## src/rtl/teclas_pkg.sv

```systemverilog
// teclas_pkg: shared constants and helpers for the pushbutton input stage.
//   - Key index constants (bit positions in KEY / keysout).
//   - Default timing constants for a 50 MHz clock.
//   - Debounced key state encoding.
//   - largura(): number of bits needed to hold a given maximum count.
package teclas_pkg;

    localparam int unsigned TECLA_DIR       = 0;
    localparam int unsigned TECLA_ESQ       = 1;
    localparam int unsigned TECLA_PAUSA     = 2;
    localparam int unsigned TECLA_REINICIO  = 3;

    localparam int unsigned DEBOUNCE_PADRAO = 500000;    // 10 ms at 50 MHz
    localparam int unsigned TICK_PADRAO     = 250000;    // 5 ms repeat period
    localparam int unsigned ACCEL_PADRAO    = 25000000;  // 0.5 s hold before speed-up

    typedef enum logic {
        SOLTA       = 1'b0,
        PRESSIONADA = 1'b1
    } estado_tecla_t;

    // Bits required to represent values 0..maximo (at least 1).
    function automatic int unsigned largura(input int unsigned maximo);
        int unsigned w;
        w = 1;
        for (int unsigned i = 1; i < 32; i++) begin
            if ((maximo >> i) != 0) begin
                w = i + 1;
            end
        end
        return w;
    endfunction

endpackage

```

## src/rtl/debounce_tecla.sv

```systemverilog
// debounce_tecla: single pushbutton conditioner.
//   Two-flop synchroniser, counter-based debouncer and rising-edge detector.
// Ports:
//   CLOCK_50   - system clock
//   reset      - asynchronous active-low reset
//   key_n      - raw pushbutton, active-low
//   nivel      - debounced level the stable state holds after the coming edge
//   pressionou - high on the cycle whose edge moves the stable state to pressed
module debounce_tecla
    import teclas_pkg::*;
#(
    parameter int unsigned DEBOUNCE_CYCLES = DEBOUNCE_PADRAO
) (
    input  logic CLOCK_50,
    input  logic reset,
    input  logic key_n,
    output logic nivel,
    output logic pressionou
);

    localparam int unsigned   CW       = largura(DEBOUNCE_CYCLES - 1);
    localparam logic [CW-1:0] CONT_MAX = CW'(DEBOUNCE_CYCLES - 1);

    logic          sync1_q, sync1_d;
    logic          sync2_q, sync2_d;
    estado_tecla_t estado_q, estado_d;
    logic [CW-1:0] cont_q, cont_d;
    logic          pressionada;

    always_ff @(posedge CLOCK_50 or negedge reset) begin
        if (!reset) begin
            sync1_q  <= 1'b1;
            sync2_q  <= 1'b1;
            estado_q <= SOLTA;
            cont_q   <= '0;
        end else begin
            sync1_q  <= sync1_d;
            sync2_q  <= sync2_d;
            estado_q <= estado_d;
            cont_q   <= cont_d;
        end
    end

    always_comb begin
        sync1_d     = key_n;
        sync2_d     = sync1_q;
        pressionada = ~sync2_q;
        estado_d    = estado_q;
        cont_d      = '0;
        // Any cycle that agrees with the stable state restarts the count.
        if (pressionada != (estado_q == PRESSIONADA)) begin
            if (cont_q == CONT_MAX) begin
                estado_d = pressionada ? PRESSIONADA : SOLTA;
            end else begin
                cont_d = cont_q + 1'b1;
            end
        end
    end

    // Next-state view so the consumer's registers change on the same edge
    // as the stable state itself.
    assign nivel      = (estado_d == PRESSIONADA);
    assign pressionou = (estado_q == SOLTA) && (estado_d == PRESSIONADA);

endmodule

```

## src/rtl/controle_teclas.sv

```systemverilog
// controle_teclas: input stage feeding the ship (nave) block.
//   Debounces the four board pushbuttons and turns them into rate-limited
//   single-cycle move pulses, a pause toggle and a restart pulse.
// Ports:
//   CLOCK_50      - system clock, 50 MHz
//   reset         - asynchronous active-low reset
//   KEY[3:0]      - raw pushbuttons, active-low: [0] right, [1] left,
//                   [2] pause, [3] restart
//   keysout[3:0]  - [0] right move pulse, [1] left move pulse,
//                   [2] debounced pause level, [3] debounced restart level
//   pausa         - pause state level
//   reiniciarJogo - single-cycle restart pulse
// Build option:
//   ACELERACAO_EN - when defined, a direction held for ACCEL_CYCLES repeats
//                   at TICK_CYCLES/2 instead of TICK_CYCLES.
module controle_teclas
    import teclas_pkg::*;
#(
    parameter int unsigned DEBOUNCE_CYCLES = DEBOUNCE_PADRAO,
    parameter int unsigned TICK_CYCLES     = TICK_PADRAO
`ifdef ACELERACAO_EN
    ,
    parameter int unsigned ACCEL_CYCLES    = ACCEL_PADRAO
`endif
) (
    input  logic       CLOCK_50,
    input  logic       reset,
    input  logic [3:0] KEY,
    output logic [3:0] keysout,
    output logic       pausa,
    output logic       reiniciarJogo
);

    localparam int unsigned   TW       = largura(TICK_CYCLES - 1);
    localparam logic [TW-1:0] TICK_MAX = TW'(TICK_CYCLES - 1);
`ifdef ACELERACAO_EN
    localparam int unsigned   TICK_RAPIDO     = TICK_CYCLES / 2;
    localparam logic [TW-1:0] TICK_RAPIDO_MAX = TW'((TICK_RAPIDO > 0) ? TICK_RAPIDO - 1 : 0);
    localparam int unsigned   AW              = largura(ACCEL_CYCLES);
    localparam logic [AW-1:0] ACCEL_MAX       = AW'(ACCEL_CYCLES);
`endif

    logic [3:0] nivel;
    logic [3:0] press;

    for (genvar g = 0; g < 4; g++) begin : g_tecla
        debounce_tecla #(
            .DEBOUNCE_CYCLES(DEBOUNCE_CYCLES)
        ) u_debounce (
            .CLOCK_50   (CLOCK_50),
            .reset      (reset),
            .key_n      (KEY[g]),
            .nivel      (nivel[g]),
            .pressionou (press[g])
        );
    end

    logic [1:0][TW-1:0] rep_q, rep_d;
    logic [1:0][TW-1:0] limite;
    logic [1:0]         pulso;
    logic [1:0]         mov_q, mov_d;
    logic [1:0]         comando_q, comando_d;
    logic               pausa_q, pausa_d;
    logic               reinicio_q, reinicio_d;
    logic               bloqueio;
`ifdef ACELERACAO_EN
    logic [1:0][AW-1:0] acel_q, acel_d;
`endif

    always_ff @(posedge CLOCK_50 or negedge reset) begin
        if (!reset) begin
            rep_q      <= '0;
            mov_q      <= '0;
            comando_q  <= '0;
            pausa_q    <= 1'b0;
            reinicio_q <= 1'b0;
`ifdef ACELERACAO_EN
            acel_q     <= '0;
`endif
        end else begin
            rep_q      <= rep_d;
            mov_q      <= mov_d;
            comando_q  <= comando_d;
            pausa_q    <= pausa_d;
            reinicio_q <= reinicio_d;
`ifdef ACELERACAO_EN
            acel_q     <= acel_d;
`endif
        end
    end

    always_comb begin
        comando_d  = {nivel[TECLA_REINICIO], nivel[TECLA_PAUSA]};
        reinicio_d = press[TECLA_REINICIO];
        pausa_d    = pausa_q ^ press[TECLA_PAUSA];
        // Restart overrides a simultaneous pause toggle.
        if (press[TECLA_REINICIO]) begin
            pausa_d = 1'b0;
        end

        // Using next-state levels means simultaneous presses of both
        // directions are already treated as both held.
        bloqueio = pausa_d | (nivel[TECLA_DIR] & nivel[TECLA_ESQ]);

        for (int unsigned i = 0; i < 2; i++) begin
            rep_d[i]  = '0;
            pulso[i]  = 1'b0;
            limite[i] = TICK_MAX;
`ifdef ACELERACAO_EN
            acel_d[i] = '0;
            if (nivel[i]) begin
                acel_d[i] = (acel_q[i] == ACCEL_MAX) ? acel_q[i] : acel_q[i] + 1'b1;
            end
            if (acel_q[i] == ACCEL_MAX) begin
                limite[i] = TICK_RAPIDO_MAX;
            end
`endif
            if (press[i]) begin
                pulso[i] = 1'b1;
            end else if (nivel[i]) begin
                // >= so a shortened period takes effect even mid-count.
                if (rep_q[i] >= limite[i]) begin
                    pulso[i] = 1'b1;
                end else begin
                    rep_d[i] = rep_q[i] + 1'b1;
                end
            end
            // Counters keep running while blocked to preserve the cadence.
            mov_d[i] = pulso[i] & ~bloqueio;
        end
    end

    assign keysout       = {comando_q, mov_q};
    assign pausa         = pausa_q;
    assign reiniciarJogo = reinicio_q;

endmodule

```

## config.mk

```make
export PLATFORM = sky130hd
export DESIGN_NAME = controle_teclas
export DESIGN_NICKNAME = d
export VERILOG_FILES = /design/src/rtl/teclas_pkg.sv /design/src/rtl/debounce_tecla.sv /design/src/rtl/controle_teclas.sv
export SDC_FILE = /design/constraint.sdc
export NUM_CORES = 1
export LEC_CHECK = 0
export ABC_AREA = 1
export BUFFER_PORTS_ARGS = -buffer_cell sky130_fd_sc_hd__buf_2
export CAP_MARGIN = 20
export CORE_UTILIZATION = 49
export DETAILED_ROUTE_END_ITERATION = 10
export HOLD_SLACK_MARGIN = 0.12
export SETUP_SLACK_MARGIN = 0.15
export SYNTH_ARGS = -nofsm -noshare
export SYNTH_HDL_FRONTEND = slang
export SYNTH_SLANG_ARGS = --single-unit
```

## constraint.sdc

```tcl
create_clock -name CLOCK_50 -period 2.4 [get_ports CLOCK_50]
set_clock_uncertainty 0.05 [all_clocks]
set_input_delay 0.48 -clock CLOCK_50 [delete_from_list [all_inputs] [get_ports CLOCK_50]]
set_output_delay 0.48 -clock CLOCK_50 [all_outputs]
set_load 0.005 [all_outputs]
```

# After elaboration in Yosys (flattened, before gate mapping)
# Index checks and enable logic that the tools add are counted.
# word_totals
regBits	130
inputBits	6
output_inout_bits	6
elab_cells	89
# classes
n_eq_ne	8
addsub	6
order_cmp	2
muxes	33
bitwise_logic	14
reduce_logical	4
# op_table
op	n
19-bit two-way mux	8
18-bit two-way mux	6
19-bit by 1-bit adder with 19-bit output, second input constant	4
19-bit equality test, second input constant	4
18-bit by 1-bit adder with 18-bit output, second input constant	2
18-bit >= comparator, second input constant	2
1-bit two-way mux	19
1-bit NOT	9
1-bit logical AND	4
1-bit inequality test	4
1-bit AND	3
1-bit OR	1
1-bit bitwise XOR	1

# Depth between registers and ports, before layout
# Gate-level depths: netlist of the first run.
# logic_depth
word_depth	9
mapped_depth	11
ltp_nobuf	11

# Cells and area by module
# From an unflattened synthesis of the first run, not the netlist that was laid out.
# unflattened
cells_unflattened	866
hier_area_um2	7014.2
# by_module_without_submodules
module	instances	area_each_um2	cells_each	seq_area_each_um2
debounce_tecla	4	1193.6	147	553.0
controle_teclas	1	2239.6	278	1051.0

# Worst setup path before layout of the first run
# OpenSTA, ideal clock, no wires.
# synth_path
path_kind	register to register
start	register g_tecla[0].u_debounce.cont_q[0]
end	register rep_q[6] (netlist bit)
slack_ns	0.747
setup_time_ns	0.126
t_arrival_ns	1.478
path_stages_with_launch	10
path_cell_list	dfrtp_1 ha_1 nand2_1 nor2_4 inv_2 nor2_4 nand2_4 o21ai_4 buf_12 nor3_2
# synth_rtl
item	line	source
start: declaration	debounce_tecla.sv:27	logic [CW-1:0] cont_q, cont_d;
start signal: assignment	debounce_tecla.sv:40	cont_q <= cont_d;
end signal: assignment	controle_teclas.sv:81	rep_q <= rep_d;
end: declaration	controle_teclas.sv:58	logic [1:0][TW-1:0] rep_q, rep_d;

==> summary.txt, run 1 <==
Place
  – Global placement routability congestion: 0.907
  – DP Wirelength: 10,600 um
  – Buffers on Ports: 11

Die
  – Die footprint: 15,100 um^2
  – # rows: 43
  – Horizontal die dimension: 123 um
  – Number of ports placed on the die boundary: 12
  – Vert. Die Dim: 123 um
  – Core Box Area: 14,000 um^2
  – Starting utilization of the core area: 51.0%

STA
  – Final hold viol count: 0
  – Endpoints failing setup: 0
  – Period utilization: 82.0%
  – Upper clock frequency limit: 508 MHz
  – Minimum clock period after layout: 1970 ps
  – Worst max-slew margin expressed relative to the limit: 59.8%
  – Final Max Slew Viols: 0
  – Total Neg Setup Slack: 0 ps
  – Unrepaired setup endpoints after global routing: no
  – Tightest Pin Transition: 600 ps

Setup path
  – Crit path largest cell delay: 490 ps
  – Endpoint of the lowest-slack register-to-register path: rep_q[14]
  – Standard cell with the maximum stage delay on the critical path: o21ai_4
  – Required time of the worst setup path: 2620 ps
  – Internal reg-to-reg setup slack: 430 ps
  – Cell repeated most along the worst path: nor2_4
  – Endpoint arrival time on the critical path: 2190 ps
  – R2R depth: 8
  – Worst reg2reg path startpoint: g_tecla[0].u_debounce.cont_q[0]
  – Path type of the worst setup path: flip-flop to flip-flop
  – Kind of capture point of the worst setup path: flip-flop
  – Type of origin of the critical path: flip-flop
  – Critical-path cell list: ha_1 -> nand2_1 -> nor2_4 -> inv_2 -> nor2_4 -> nand2_4 -> o21ai_4 -> nor3_1
  – Crit path max fanout: 17

Synthesis
  – Synth Cell Area: 7160 um^2
  – Primary FF master, synth: dfrtp_1
  – Register area share after synthesis: 44.9%
  – Post-synthesis average cell area: 7.97 um^2
  – Warnings, synthesis: 0
  – Distinct cells, synth: 45
  – Cell count after synthesis: 898
  – Post-synth EDFFs: 0
  – #FFs+latches synth: 128
  – Synth top area cells: dfrtp_1 42%, nor2_1 8.1%, nand2_1 7.8%
  – Portion of synthesized cell area occupied by the leading cell type: 42.0%
  – Synth async-reset ratio: 100%
  – Cell type with the highest aggregate area in the netlist: dfrtp_1
  – Synthesized Nets: 910

Clock network
  – Number of buffers created by CTS: 17
  – Number of sinks handled by clock tree synthesis: 128
  – Count of H-tree levels built during CTS: 4
  – Clock input transition at the sequential cells of the worst setup and hold paths: 60 ps
  – Post-CTS setup buffers: 0
  – Maximum buffer depth of the clock tree: 2
  – CTS tree: built
  – Clk root buf: clkbuf_16
  – Insertion delay of the later-clocked pin in the worst-skew pair: 420 ps

Drt
  – Count of antenna-violating nets left after detailed routing: 0
  – Number of search-and-repair iterations in the first detailed-routing pass: 4
  – Drt initial violations: 446
  – Post-route DRC: 0
  – Total wire length after detailed routing: 14,700 um
  – WL per Instance: 13.1 um
  – Via/cell ratio: 5.29
  – Total vias in the final route: 5,927

Power
  – Power consumption: 5.10 mW
  – IR Drop Worst-Case VDD: 0.000554 V
  – Total net switching power: 1.12 mW
  – Power Density: 629 nW/um^2
  – Proportion of power drawn by the clock network: 54.1%
  – Sequential power share: 43.3%
  – Lkg Pwr: 3.25 nW
  – Switching part of the total: 21.9%
  – Relative contribution of combinational cells to total power: 2.5%
  – Total internal power: 3.98 mW

Hold path
  – Worst hold stages: 0
  – Capture endpoint of the worst hold path: g_tecla[1].u_debounce.sync2_q
  – Tightest Hold Check Type: flip-flop to flip-flop
  – Hold path startpoint: g_tecla[1].u_debounce.sync1_q

Final layout
  – Nets@finish: 939
  – Count of inserted antenna diode cells: 0
  – Share of final-layout standard cells stronger than drive strength 1: 12.8%
  – Synthesis-to-layout area growth: 13.3%
  – Most frequent cells in the layout: 154 x nor2_1, 149 x nand2_1, 120 x dfrtp_1, 101 x inv_1, 65 x nand3_1
  – Most common cell after layout, fill and taps aside: nor2_1
  – Fillers: 1,262

Global routing
  – Via count of the first global-routing pass: 5,687
  – Number of antenna violations at the first check in global routing: 0
  – Aggregate global-route resource usage: 21.6%
  – Remaining Overflow, GRT: 0
  – Pin count of the biggest net entering global routing: 48
  – Global-route wire length before repair: 25,600 um

Flow run
  – Max-capacitance violation count: 0

Status
  – Run status: finished clean
layout make-up:
class                      instances  area [um^2]  share of cell area, %
multi-input combinational        651         3460                   42.7
timing repair buffer              20          166                   2.05
inverter                         109          409                   5.05
tap                              180          225                   2.78
clock buffer                      18          429                   5.29
sequential                       128         3210                   39.6
clock inverter                    14          204                   2.52
registers in the layout (all words and copies together), names as in the netlist:
signal                       flops
g_tecla.u_debounce.cont_q       76
rep_q                           36
g_tecla.u_debounce.sync1_q       4
g_tecla.u_debounce.sync2_q       4
comando_q                        2
g_tecla.u_debounce.estado_q      2
mov_q                            2
pausa                            1
reiniciarJogo                    1
worst max-delay path by stage:
| stage | endpoint | start | slack, ps | cells past startpoint |
|---|---|---|---|---|
| after detailed placement | rep_q[16] | g_tecla[0].u_debounce.cont_q[0] | 410 | 8 |
| after global placement | rep_q[16] | g_tecla[0].u_debounce.cont_q[0] | 490 | 8 |
| after CTS | rep_q[14] | g_tecla[0].u_debounce.cont_q[0] | 400 | 8 |
| after floorplan | rep_q[6] | g_tecla[0].u_debounce.cont_q[0] | 750 | 9 |
| after global routing | rep_q[17] | g_tecla[0].u_debounce.cont_q[0] | 250 | 8 |
| final | rep_q[14] | g_tecla[0].u_debounce.cont_q[0] | 430 | 8 |
metrics by stage:
stage | utilization [%] | area, um^2 | hold WS [ps] | setup slack, ps | std cells
floorplan | - | 7160 | 134 | 747 | 898
global placement | 52.9 | 7420 | 296 | 485 | 1083
detailed placement | 52.9 | 7420 | 299 | 406 | 1083
CTS | 57.7 | 8110 | 308 | 399 | 1120
global route | 57.7 | 8110 | 312 | 255 | 1120
finish | 57.7 | 8110 | 307 | 432 | 1120
power by group through the flow:
| stage | logic [mW] | registers, mW | clock network [mW] |
|---|---|---|---|
| after floorplan | 0.0520 | 2.24 | 0 |
| after global placement | 0.124 | 2.25 | 0 |
| after detailed placement | 0.127 | 2.25 | 0 |
| after CTS | 0.134 | 2.21 | 2.83 |
| after global routing | 0.151 | 2.21 | 2.92 |
| final | 0.128 | 2.21 | 2.76 |
synth_stat cells, types with 2 or more instances:
| master | number |
|---|---|
| nor3_1 | 56 |
| ha_1 | 6 |
| nand2_2 | 6 |
| xnor2_1 | 14 |
| nand3b_1 | 2 |
| o21a_1 | 2 |
| a31oi_1 | 2 |
| dfstp_2 | 8 |
| buf_2 | 2 |
| o21ai_2 | 2 |
| nor3b_1 | 12 |
| a21oi_1 | 14 |
| nor2_1 | 154 |
| buf_4 | 3 |
| nor2_2 | 16 |
| or2_0 | 3 |
| dfrtp_1 | 120 |
| o21bai_1 | 4 |
| xor2_1 | 34 |
| nand4_1 | 45 |
| inv_2 | 7 |
| o21ai_0 | 18 |
| a31o_2 | 4 |
| inv_1 | 101 |
| or2_2 | 2 |
| nor2_4 | 7 |
| nor3_2 | 15 |
| nor4_1 | 4 |
| a211oi_1 | 2 |
| nand3_2 | 2 |
| clkbuf_1 | 3 |
| nand3_1 | 65 |
| nand2_1 | 149 |
| o21ai_1 | 3 |
what timing repair did:
item | in CTS | in global routing
endpoints found under the setup margin | 0 | 0
endpoints found under the hold margin | 45 | 0
gates resized for setup | 0 | 0
hold buffers | 5 | 0
worst max-delay path: cells and delay by family, from the launching register on:
family	cells	cell delay, ps
fa+ha+maj	1	250
compound gates	1	490
flops	1	380
simple gates	5	580
buf+inv	1	60
layer usage:
metal | GRT usage, % | routed length [um]
met2 | 35.1 | 6880
met4 | 9.30 | 267
met5 | 0 | 0
met3 | 4.32 | 427
met1 | 28.0 | 7100
logic make-up after synthesis:
| logic type | share of synthesized area (%) |
|---|---|
| AOI/OAI and AO/OA | 4.55 |
| xor gates and xnor gates | 5.88 |
| adders and majority gates | 1.05 |
| buffers and inverters | 6.77 |
| DFF | 44.9 |
| and+or+nand+nor | 36.9 |
Power figures use the tool's default switching activity.
==> run 2, diff against run 1 <==
Clock period 2.4 ns to 1.85 ns, I/O delays scaled along.
==> run 2 against run 1 <==
Critical path depth did not move. Combinational power rose by 66%. Power rose by 21%. Wire length rose by 8.5%. Worst setup slack got worse by 290 ps. Maximum frequency rose by 15%. Sequential cell count did not move. Via count rose by 3.5%. Critical path type unchanged. Largest power group unchanged.
==> summary.txt, run 2 (same netlist as run 1, synthesis figures left out) <==
Status
  – Run status: finished clean

Drt
  – Post-route DRC: 0 (unchanged)
  – Number of search-and-repair iterations in the first detailed-routing pass: 5 (+1)
  – Via/cell ratio: 5.29 (about the same)
  – Count of antenna-violating nets left after detailed routing: 0 (unchanged)
  – Drt initial violations: 373 (-16%)
  – Total wire length after detailed routing: 15,900 um (+8.5%)
  – WL per Instance: 13.7 um (+4.7%)
  – Total vias in the final route: 6,136 (+3.5%)

Global routing
  – Global-route wire length before repair: 26,400 um (+3.0%)
  – Pin count of the biggest net entering global routing: 43 (-10%)
  – Number of antenna violations at the first check in global routing: 0 (unchanged)
  – Via count of the first global-routing pass: 5,768 (+1.4%)
  – Aggregate global-route resource usage: 22.3% (+0.69 points)
  – Remaining Overflow, GRT: 0 (unchanged)

Setup path
  – Crit path largest cell delay: 370 ps (-120 ps)
  – Crit path max fanout: 7 (-10)
  – Standard cell with the maximum stage delay on the critical path: dfrtp_1
  – Type of origin of the critical path: flip-flop
  – Critical-path cell list: ha_2 -> nand2_2 -> nor2_4 -> nand4_1 -> buf_4 -> buf_4 -> xor2_1 -> nor2_1
  – Internal reg-to-reg setup slack: 140 ps (-290 ps)
  – Required time of the worst setup path: 2110 ps (-510 ps)
  – Endpoint arrival time on the critical path: 1970 ps (-220 ps)
  – Worst reg2reg path startpoint: g_tecla[1].u_debounce.cont_q[1]
  – Path type of the worst setup path: flip-flop to flip-flop
  – Kind of capture point of the worst setup path: flip-flop
  – Cell repeated most along the worst path: buf_4
  – Worst Setup SP: g_tecla[1].u_debounce.cont_q[1]

Clock network
  – CTS tree: built
  – Clk root buf: clkbuf_16
  – Number of sinks handled by clock tree synthesis: 128 (unchanged)
  – Maximum buffer depth of the clock tree: 2 (unchanged)
  – Insertion delay of the later-clocked pin in the worst-skew pair: 420 ps (about the same)
  – Count of H-tree levels built during CTS: 4 (unchanged)
  – Number of buffers created by CTS: 17 (unchanged)
  – Clock input transition at the sequential cells of the worst setup and hold paths: 60 ps (about the same)

Power
  – Lkg Pwr: 3.51 nW (+8.0%)
  – Power Density: 715 nW/um^2 (+14%)
  – IR Drop Worst-Case VDD: 0.000651 V (+17%)

Final layout
  – Nets@finish: 979 (+4.3%)
  – Flip-flop count of the largest register, all copies and words added: 76 (unchanged)
  – Count of inserted antenna diode cells: 0 (unchanged)
  – Share of final-layout standard cells stronger than drive strength 1: 20.7% (+7.9 points)
  – Most common cell after layout, fill and taps aside: nand2_1
  – Most frequent cells in the layout: 143 x nand2_1, 140 x nor2_1, 118 x dfrtp_1, 99 x inv_1, 58 x nand3_1
  – Synthesis-to-layout area growth: 20.0%
  – Largest registers: g_tecla.u_debounce.cont_q (76), rep_q (36)
  – Register containing the most flip-flops in the final layout: g_tecla.u_debounce.cont_q

Hold path
  – Hold path startpoint: g_tecla[1].u_debounce.sync1_q
  – Tightest Hold Check Type: flip-flop to flip-flop

Die
  – Die footprint: 15,100 um^2 (unchanged)
  – Vert. Die Dim: 123 um (unchanged)
  – Core Box Area: 14,000 um^2 (unchanged)
  – Horizontal die dimension: 123 um (unchanged)
  – # rows: 43 (unchanged)
  – Starting utilization of the core area: 51.0% (unchanged)
  – Number of ports placed on the die boundary: 12 (unchanged)

STA
  – Worst hold margin: 309 ps (+2.09 ps)
  – Endpoints failing setup: 0 (unchanged)
  – Final hold viol count: 0 (unchanged)
  – Worst max-slew margin expressed relative to the limit: 72.3% (+12 points)
  – Final Max Slew Viols: 0 (unchanged)
  – Unrepaired setup endpoints after global routing: yes
  – Tightest Pin Transition: 415 ps (-185 ps)
  – Period utilization: 92.2% (+10 points)
  – Total Neg Setup Slack: 0 ps (unchanged)
  – Upper clock frequency limit: 586 MHz (+15%)
  – Minimum clock period after layout: 1710 ps (-262 ps)

Place
  – DP Wirelength: 11,000 um (+3.8%)
  – Global placement routability congestion: 0.862 (-5.0%)
  – Buffers on Ports: 11 (unchanged)

Flow run
  – Max-capacitance violation count: 0 (unchanged)
run 2: cell types whose count changed in the layout (fill, tap and decap cells not counted), sizes merged:
cell      previous run  this run
clkinvlp             3         2
buf                 15        54
inv                113       109
clkbuf              18        20
nand3               68        69
clkinv               3        10
bufinv               4         0
run 2: metrics by stage:
stage / utilization [%] / instance area, um^2 / std cells / setup slack [ps] / power [mW]
2_1_floorplan: - / 7160 / 898 / 197 / 2.98
3_3_place_gp: 53.7 / 7550 / 1098 / 140 / 3.09
3_5_place_dp: 53.7 / 7550 / 1098 / 123 / 3.09
4_1_cts: 58.2 / 8170 / 1137 / 140 / 6.19
5_1_grt: 61.1 / 8590 / 1160 / 30.0 / 6.40
6_report: 61.1 / 8590 / 1160 / 143 / 6.14
run 2: cell type report:
| cell class | count | area [um^2] |
|---|---|---|
| flip-flops and latches | 128 | 3220 |
| clock inverters | 12 | 87.6 |
| multi-input cells | 652 | 3720 |
| inverters | 109 | 409 |
| fillers | 1182 | 5460 |
| clock buffers | 20 | 457 |
| well taps | 180 | 225 |
| repair buffers | 59 | 475 |
run 2: timing repair:
action	CTS	global route
endpoints found under the setup margin	15	71
endpoints found under the hold margin	39	0
hold buffers	5	0
pin swaps	2	25
buffers inserted	1	23
gates cloned	1	0
gates resized for setup	5	59
run 2: critical path, delay by kind of cell, from the launching register on:
kind	cells	cell delay (ps)
xor gates and xnor gates	1	130
and+or+nand+nor	4	520
buffers and inverters	2	330
adders and majority gates	1	190
DFF	1	370
run 2: per-layer routing:
layer  vias to the layer above  global-route usage [%]  routed length [um]
met1                      2885                    29.5                7380
met3                        23                    5.07                 642
met4                         0                    8.38                 258
met5                         -                       0                   0
li1                       3083                       -                   -
met2                       145                    35.7                7640
run 2: power by group:
group,internal (mW),switching (mW)
logic,0.0785,0.134
registers,2.84,0.0300
clock network,1.78,1.28
run 2: final timing paths:
path,end,depth (start not counted)
worst max-delay path,g_tecla[1].u_debounce.cont_q[10],8
worst min-delay path,g_tecla[1].u_debounce.sync2_q,0
worst max register to register,g_tecla[1].u_debounce.cont_q[10],8
worst min register to register,g_tecla[1].u_debounce.sync2_q,0
max in group asynchronous,g_tecla[3].u_debounce.sync1_q,3
min in group asynchronous,g_tecla[2].u_debounce.cont_q[0],2
==> run 3, diff against run 2 <==
--- a/config.mk
+++ b/config.mk
@@ -8,5 +8,4 @@
 export ABC_AREA = 1
 export BUFFER_PORTS_ARGS = -buffer_cell sky130_fd_sc_hd__buf_2
-export CAP_MARGIN = 20
 export CORE_UTILIZATION = 49
 export DETAILED_ROUTE_END_ITERATION = 10
==> constraint.sdc (replaced) <==
create_clock -name CLOCK_50 -period 1.85 [get_ports CLOCK_50]
set_clock_uncertainty 0.05 [all_clocks]
set_input_delay 0.555 -clock CLOCK_50 [delete_from_list [all_inputs] [get_ports CLOCK_50]]
set_output_delay 0.555 -clock CLOCK_50 [all_outputs]
set_load 0.005 [all_outputs]
==> run 3 against run 2 <==
Utilization rose by 1.0 points. Wire length rose by 1.3%. Clock power rose by 22%. Hold slack got worse by 130 ps. Sequential power barely moved. Critical endpoint is now rep_q[12].
==> summary.txt, run 3 (same netlist as run 1, synthesis figures left out) <==
Status
  – Run status: finished clean

Clock network
  – Count of H-tree levels built during CTS: 4 (unchanged)
  – Clk root buf: clkbuf_16
  – CTS tree: built
  – Clock input transition at the sequential cells of the worst setup and hold paths: 60 ps (about the same)
  – Maximum buffer depth of the clock tree: 2 (unchanged)
  – Insertion delay of the later-clocked pin in the worst-skew pair: 420 ps (about the same)
  – Number of sinks handled by clock tree synthesis: 128 (unchanged)
  – Number of buffers created by CTS: 17 (unchanged)

Setup path
  – Crit path max fanout: 8 (+1)
  – Path type of the worst setup path: flip-flop to flip-flop
  – Worst Setup SP: g_tecla[0].u_debounce.cont_q[0]
  – Required time of the worst setup path: 2100 ps (about the same)
  – Endpoint of the lowest-slack register-to-register path: rep_q[12]
  – Endpoint arrival time on the critical path: 1960 ps (about the same)
  – End point of the critical path: rep_q[12]
  – Worst reg2reg path startpoint: g_tecla[0].u_debounce.cont_q[0]
  – Type of origin of the critical path: flip-flop
  – R2R depth: 9 (+1)
  – Internal reg-to-reg setup slack: 140 ps (about the same)
  – Kind of capture point of the worst setup path: flip-flop

Drt
  – WL per Instance: 13.8 um (+0.65%)
  – Count of antenna-violating nets left after detailed routing: 0 (unchanged)
  – Total wire length after detailed routing: 16,100 um (+1.3%)
  – Post-route DRC: 0 (unchanged)
  – Number of search-and-repair iterations in the first detailed-routing pass: 5 (unchanged)
  – Total vias in the final route: 6,137 (+0.016%)
  – Via/cell ratio: 5.26 (-0.58%)
  – Drt initial violations: 302 (-19%)

Place
  – Post-place setup slack: 96.2 ps (-26.3 ps)
  – Buffers on Ports: 11 (unchanged)
  – DP Wirelength: 11,000 um (+0.28%)
  – Global placement routability congestion: 0.879 (+2.0%)
  – Placed cells: 1,101 (+0.27%)

Die
  – Die footprint: 15,100 um^2 (unchanged)
  – Vert. Die Dim: 123 um (unchanged)
  – # rows: 43 (unchanged)
  – Number of ports placed on the die boundary: 12 (unchanged)
  – Starting utilization of the core area: 51.0% (unchanged)
  – Horizontal die dimension: 123 um (unchanged)
  – Core Box Area: 14,000 um^2 (unchanged)

Global routing
  – Via count of the first global-routing pass: 5,856 (+1.5%)
  – Global-route wire length before repair: 26,600 um (+0.86%)
  – Remaining Overflow, GRT: 0 (unchanged)
  – Pin count of the biggest net entering global routing: 41 (-4.7%)
  – Number of antenna violations at the first check in global routing: 0 (unchanged)
  – Aggregate global-route resource usage: 22.4% (+0.086 points)

STA
  – Total Neg Setup Slack: 0 ps (unchanged)
  – Unrepaired setup endpoints after global routing: yes
  – Minimum clock period after layout: 1710 ps (+4.12 ps)
  – Worst max-slew margin expressed relative to the limit: 73.3% (+1.0 points)
  – Upper clock frequency limit: 585 MHz (-0.24%)
  – Final hold viol count: 0 (unchanged)
  – Final Max Slew Viols: 0 (unchanged)
  – Worst hold margin: 183 ps (-125 ps)
  – Endpoints failing setup: 0 (unchanged)
  – Period utilization: 92.5% (+0.22 points)
  – Tightest Pin Transition: 400 ps (-15.4 ps)
  – Post-route worst setup slack: 139 ps (-4.12 ps)

Hold path
  – Tightest Hold Check Type: primary input to flip-flop

Final layout
  – Nets@finish: 986 (+0.72%)
  – Layout Cells excl Fill: 1,167 (+0.60%)
  – Most common cell after layout, fill and taps aside: nand2_1
  – Synthesis-to-layout area growth: 22.0%
  – Register containing the most flip-flops in the final layout: g_tecla.u_debounce.cont_q
  – Largest registers: g_tecla.u_debounce.cont_q (76), rep_q (36)
  – Most frequent cells in the layout: 143 x nand2_1, 142 x nor2_1, 115 x dfrtp_1, 99 x inv_1, 58 x nand3_1
  – Share of final-layout standard cells stronger than drive strength 1: 21.7% (+0.97 points)
  – Fillers: 1,174 (-0.68%)
  – Area taken by multi-input logic gates: 3680 um^2 (-1.1%)
  – Flip-flop count of the largest register, all copies and words added: 76 (unchanged)
  – Flip-flop and latch area: 3220 um^2 (+0.12%)
  – Count of inserted antenna diode cells: 0 (unchanged)

Power
  – Lkg Pwr: 3.57 nW (+1.9%)
  – Power Density: 781 nW/um^2 (+9.2%)
  – IR Drop Worst-Case VDD: 0.000758 V (+16%)

Flow run
  – Max-capacitance violation count: 0 (unchanged)
run 3: changes by cell type in the layout (fill, tap and decap cells not counted), moves of 3 or more:
cell | previous run | this run
buf_4 | 39 | 49
bufinv_16 | 0 | 5
dfrtp_1 | 118 | 115
dfrtp_2 | 2 | 5
dlygate4sd3_1 | 5 | 1
run 3: routing by layer:
metal | vias up | GRT usage, % | wire length [um]
met5 | - | 0 | 0
met4 | 0 | 6.17 | 204
met3 | 14 | 4.74 | 529
met2 | 111 | 38.0 | 7920
met1 | 2915 | 28.8 | 7470
li1 | 3097 | - | -
run 3: area by class of cell:
type	count	area share, %
Clock inverter	15	2.65
Clock buffer	17	4.87
Timing Repair Buffer	66	6.23
Inverter	109	4.69
Sequential cell	128	36.9
Tap cell	180	2.58
Multi-Input combinational cell	652	42.1
run 3: worst min-delay path by stage:
stage	cells after the start	slack, ps	endpoint	startpoint
after detailed placement	0	300	g_tecla[0].u_debounce.sync2_q	g_tecla[0].u_debounce.sync1_q
after global placement	0	300	g_tecla[2].u_debounce.sync2_q	g_tecla[2].u_debounce.sync1_q
after global routing	1	170	g_tecla[2].u_debounce.sync1_q	KEY[2]
after CTS	1	170	g_tecla[2].u_debounce.sync1_q	KEY[2]
final	1	180	g_tecla[2].u_debounce.sync1_q	KEY[2]
after floorplan	0	210	comando_q[0]	reset
run 3: power breakdown:
part / switching (mW) / internal [mW] / total [mW] / leakage [nW]
clock network: 1.32 / 2.41 / 3.73 / 0.320
logic: 0.137 / 0.0836 / 0.220 / 1.51
registers: 0.0255 / 2.84 / 2.86 / 1.74
total: 1.48 / 5.33 / 6.82 / 3.57
run 3: metrics by stage:
step | power, mW | util, % | area (um^2)
detailed placement | 3.10 | 53.9 | 7570
global placement | 3.09 | 53.9 | 7570
finish | 6.82 | 62.2 | 8730
CTS | 6.85 | 59.0 | 8290
floorplan | 2.98 | - | 7160
global route | 7.04 | 62.2 | 8730
run 3: worst max-delay path, stage by stage (launching register included):
cell       delay, ps
dfrtp_1          390
ha_2             200
nand2_2           70
nor2_4           130
inv_2             60
nor2_4           110
nand2_4           90
o21ai_4          240
clkbuf_16        210
nor3_2            50
run 3: repair_timing:
action	CTS	global route
pin swaps	2	30
hold buffers	1	0
gates cloned	1	1
setup endpoints to repair	15	77
setup buffers	2	29
resized for setup	4	54
endpoints found under the hold margin	32	0
